<file path="config.mk">
export PLATFORM = sky130hd
export DESIGN_NAME = demux1x2_stream
export DESIGN_NICKNAME = d
export VERILOG_FILES = /design/src/rtl/demux1x2_stream.sv
export SDC_FILE = /design/constraint.sdc
export NUM_CORES = 1
export LEC_CHECK = 0
export BUFFER_PORTS_ARGS = -buffer_cell sky130_fd_sc_hd__buf_4
export CORE_UTILIZATION = 35
export CTS_BUF_LIST = sky130_fd_sc_hd__clkbuf_8
export DETAILED_ROUTE_END_ITERATION = 8
export HOLD_SLACK_MARGIN = 0.05
export SLEW_MARGIN = 10
export SYNTH_ARGS = -nofsm -noshare
export SYNTH_HDL_FRONTEND = slang
export SYNTH_SLANG_ARGS = --single-unit
</file>
<file path="constraint.sdc">
create_clock -name clk -period 1.75 [get_ports clk]
set_clock_uncertainty 0.1 [all_clocks]
set_input_delay 0.35 -clock clk [delete_from_list [all_inputs] [get_ports clk]]
set_output_delay 0.35 -clock clk [all_outputs]
set_load 0.01 [all_outputs]
</file>
<file path="src/rtl/demux1x2_stream.sv">
// 1-to-2 stream demultiplexer with a one-entry output register per channel.
// Optional DEMUX_DROP_CNT_EN adds a saturating count of beats discarded while en=0.

module demux1x2_stream_ch #(
  parameter int WIDTH = 8
) (
  input  logic             clk,
  input  logic             rst_n,
  input  logic             load,
  input  logic [WIDTH-1:0] load_data,
  input  logic             ready,
  output logic [WIDTH-1:0] data,
  output logic             valid
);

  // A load wins over a drain, so drain+load in one cycle keeps valid high.
  always_ff @(posedge clk or negedge rst_n) begin
    if (!rst_n) begin
      valid <= 1'b0;
      data  <= '0;
    end else if (load) begin
      valid <= 1'b1;
      data  <= load_data;
    end else if (ready) begin
      valid <= 1'b0;
    end
  end

endmodule

module demux1x2_stream #(
  parameter int WIDTH = 8
) (
  input  logic             clk,
  input  logic             rst_n,
  input  logic [WIDTH-1:0] s_data,
  input  logic             s_valid,
  output logic             s_ready,
  input  logic             sel,
  input  logic             en,
  output logic [WIDTH-1:0] m0_data,
  output logic             m0_valid,
  input  logic             m0_ready,
  output logic [WIDTH-1:0] m1_data,
  output logic             m1_valid,
  input  logic             m1_ready
`ifdef DEMUX_DROP_CNT_EN
  ,
  output logic [7:0]       drop_cnt
`endif
);

  localparam int NUM_CH = 2;

  logic [NUM_CH-1:0][WIDTH-1:0] ch_data;
  logic [NUM_CH-1:0]            ch_valid;
  logic [NUM_CH-1:0]            ch_ready;
  logic [NUM_CH-1:0]            ch_load;
  logic [NUM_CH-1:0]            ch_free;
  logic                         accept;

  assign ch_ready = {m1_ready, m0_ready};

  genvar i;
  generate
    for (i = 0; i < NUM_CH; i++) begin : g_ch
      assign ch_free[i] = !ch_valid[i] || ch_ready[i];
      assign ch_load[i] = accept && (sel == i[0]);

      demux1x2_stream_ch #(.WIDTH(WIDTH)) u_ch (
        .clk       (clk),
        .rst_n     (rst_n),
        .load      (ch_load[i]),
        .load_data (s_data),
        .ready     (ch_ready[i]),
        .data      (ch_data[i]),
        .valid     (ch_valid[i])
      );
    end
  endgenerate

  // With en low the beat is swallowed, so upstream never stalls.
  assign s_ready = !en || ch_free[sel];
  assign accept  = s_valid && en && ch_free[sel];

  assign m0_data  = ch_data[0];
  assign m0_valid = ch_valid[0];
  assign m1_data  = ch_data[1];
  assign m1_valid = ch_valid[1];

`ifdef DEMUX_DROP_CNT_EN
  always_ff @(posedge clk or negedge rst_n) begin
    if (!rst_n)
      drop_cnt <= 8'd0;
    else if (s_valid && !en && drop_cnt != 8'hFF)
      drop_cnt <= drop_cnt + 8'd1;
  end
`endif

endmodule

</file>
==> results.md <==
* CORE AREA at 1802 µm²
* CTS tree: built
* Tcrit/Tclk final at 0.8894
* Dpl cell area at roughly 1000 µm²
* Max Slew Vio Count at 0
* Overall Power at ~1.1 mW
* GP Congestion at 0.7150
* Setup Fix Bufs, Post-CTS at 0
* Crit path cell chain: nand2b_1 -> nor3b_4 -> mux2_2
* Cell family with most CP delay: simple AND/OR/NAND/NOR gates
* Synthesized Nets at 60
* Port buffer count at 33
* RR Startpoint: g_ch[0].u_ch.valid$_DFFE_PN0P_
* Worst vdd ir at 0.5506 mV
* Inst Count DP at 104
* H-tree Lvls at 1
* Vias in the first global route at 502
* Max Root-Sink Buffers at 2
* Synth Flop Type: dfrtp_1
* Fmax at approximately 0.64 GHz
* I/O pins at 34
* Sequential Area at 450.4 µm²
* Die W at 46.94 µm
* Routed wire length at 1321 µm
* Synth Area in Adders at 0
* Avg Cell Area, Syn at between 15 and 20 µm²
* Rows at 15
* Overflow after GRT at 0
* Synth Area in Compound Gates at 0.007080
* Non-Filler Instances at 108
* Min Tclk post-route at 1.556 ns
* Mux contribution to synthesized area at 0.2690
* HP Start: sel
* Crit. Startpoint: g_ch[0].u_ch.valid$_DFFE_PN0P_
* Yosys cell types at 10
* Max-cap viol count at 0
* RSZ-0062 raised after global routing: false
* Fin worst setup slack at roughly 0.19 ns
* Slowest-stage cell, CP: nor3b_4
* Worst hold path type: in2reg
* Most frequent cell after synthesis: dfrtp_1
* Starting density of the core at 0.3924
* Post-Layout Inst Area at 1045 µm²
* Synth top area share at 0.6372
* Post-Synth XOR/XNOR Area at 0
* Area of the multi-input gates at 249.0 µm²
* Clock Latency Late Sink at ~0.24 ns
* Largest family of logic cells by synthesized area: multiplexers
* Ys Warns at 0
* Simple-Gate Fraction of Synth Area at 0.07611
* Clock Tree Root: clkbuf_8
* Cts hold-fix bufs at 1
* Max_slew headroom at 0.6899
* Pre-CTS setup slack at 0.1173 ns
* DRC at 0
* Final net count at 100
* First-pass GRT wire length at 2070 µm
* Critical Path AT at ~1.6 ns
* Total track usage at 0.1362
* Synth Instances at 45
* Post-DP HPWL at 1028 µm
* Synth Register Bits at 18
* WP data required at 1.78 ns
* Top cells by area, synth: dfrtp_1 64%, mux2_2 25%, nor3b_4 2.7%, nand2b_1 1.8%, nand2_1 1.6%
* Die area at 2203 µm²
* Fraction of registers with async set/reset at 1.000
* Routed len/inst at 12.23 µm
* Sequential cell area fraction in the yosys report at 0.6372
* Measured slew at the worst slew-check pin at 0.4646 ns
* # setup viols final at 0
* Power per cell area at about 1100 nW/µm²
* CP Launch Type: flip-flop
* Routed vias at 495
* Number of synthesized flops with an enable pin at 0
* Core Util, Final at 0.5799
* # clock sinks at 18
* Area of the mapped netlist at 706.9 µm²
* DRT antenna net count at 0
* Fill cell count at 163
* Area Overhead vs Synth at 47.79%
* DIE HEIGHT at 46.94 µm
* DRT iter0 DRCs at 2
* Vias per std cell at 4.583
* CP endpoint kind: flip-flop
* Total CTS buffers at 3
* Leak at between 0.4 and 0.5 nW
* Fin Hold WS at 0.2432 ns
* Crit Path Category: reg2reg
* Layout cells sized above 1 at 0.6627
* Largest net degree at the start of global routing at 19
* Setup TNS at 0 ns
* CP max stage delay at ~0.45 ns
* Final Hold Vio Count at 0
* Synth cell count leaders: 18 x dfrtp_1, 16 x mux2_2, 3 x nand2_1
* Post_cts resized at 0
* Status: complete, no violations
* Most area-hungry cell type in the Yosys netlist: dfrtp_1
* Crit Path Max Fanout at 8
* Antenna violations before repair at 0
* Clk pin slew, worst setup/hold paths at 0.06 ns
* WP buf/inv at 0
* Inserted Diodes at 0
* 1st-pass router iterations at 2
==> sequential cells by signal, summed over array words and instances, names as in the netlist <==
signal	flops
g_ch.u_ch.valid	2
g_ch.u_ch.data	16
==> metal layers <==
| layer | wire length, µm | global-route usage | vias to the layer above |
|---|---|---|---|
| li1 | - | - | 233 |
| met3 | 109 | 0.02692 | 2 |
| met2 | 595 | 0.2222 | 25 |
| met4 | 5 | 0.05143 | 0 |
| met1 | 611 | 0.1798 | 235 |
| met5 | 0 | 0 | - |
==> worst paths after layout <==
path	end	slack (ns)	cells past startpoint
min in group asynchronous	g_ch[1].u_ch.data[4]$_DFFE_PN0P_	0.41	2
worst min register to register	g_ch[1].u_ch.data[7]$_DFFE_PN0P_	0.41	1
max in group asynchronous	g_ch[0].u_ch.data[1]$_DFFE_PN0P_	0.95	2
worst max-delay path	g_ch[0].u_ch.data[5]$_DFFE_PN0P_	0.19	3
worst max register to register	g_ch[0].u_ch.data[5]$_DFFE_PN0P_	0.19	3
worst min-delay path	g_ch[0].u_ch.valid$_DFFE_PN0P_	0.24	2
==> power by group <==
| part | internal (mW) | total, mW | switching (mW) |
|---|---|---|---|
| registers | 0.498 | 0.540 | 0.0417 |
| logic | 0.188 | 0.304 | 0.116 |
| clock network | 0.152 | 0.270 | 0.118 |
| total | 0.838 | 1.11 | 0.275 |
==> cell type report <==
type / instances / share of cell area
tap: 25 / 0.02994
clock buffer: 3 / 0.03952
sequential: 18 / 0.4311
timing repair buffer: 36 / 0.2611
multi-input combinational: 26 / 0.2383
==> cell families after synthesis <==
family | count (synthesis)
flip-flops | 18
multiplexers | 17
AND/OR/NAND/NOR | 8
AO/OA/AOI/OAI | 1
buffers and inverters | 1
==> placed cells by master, fill, tap and decap left out, types with 2 or more instances in the layout <==
cell type and count:
nand2_1 3, dfrtp_1 18, clkbuf_8 3, nand2b_1 2, mux2_2 16, buf_4 35
No activity file was read; power rests on OpenSTA's default activity.
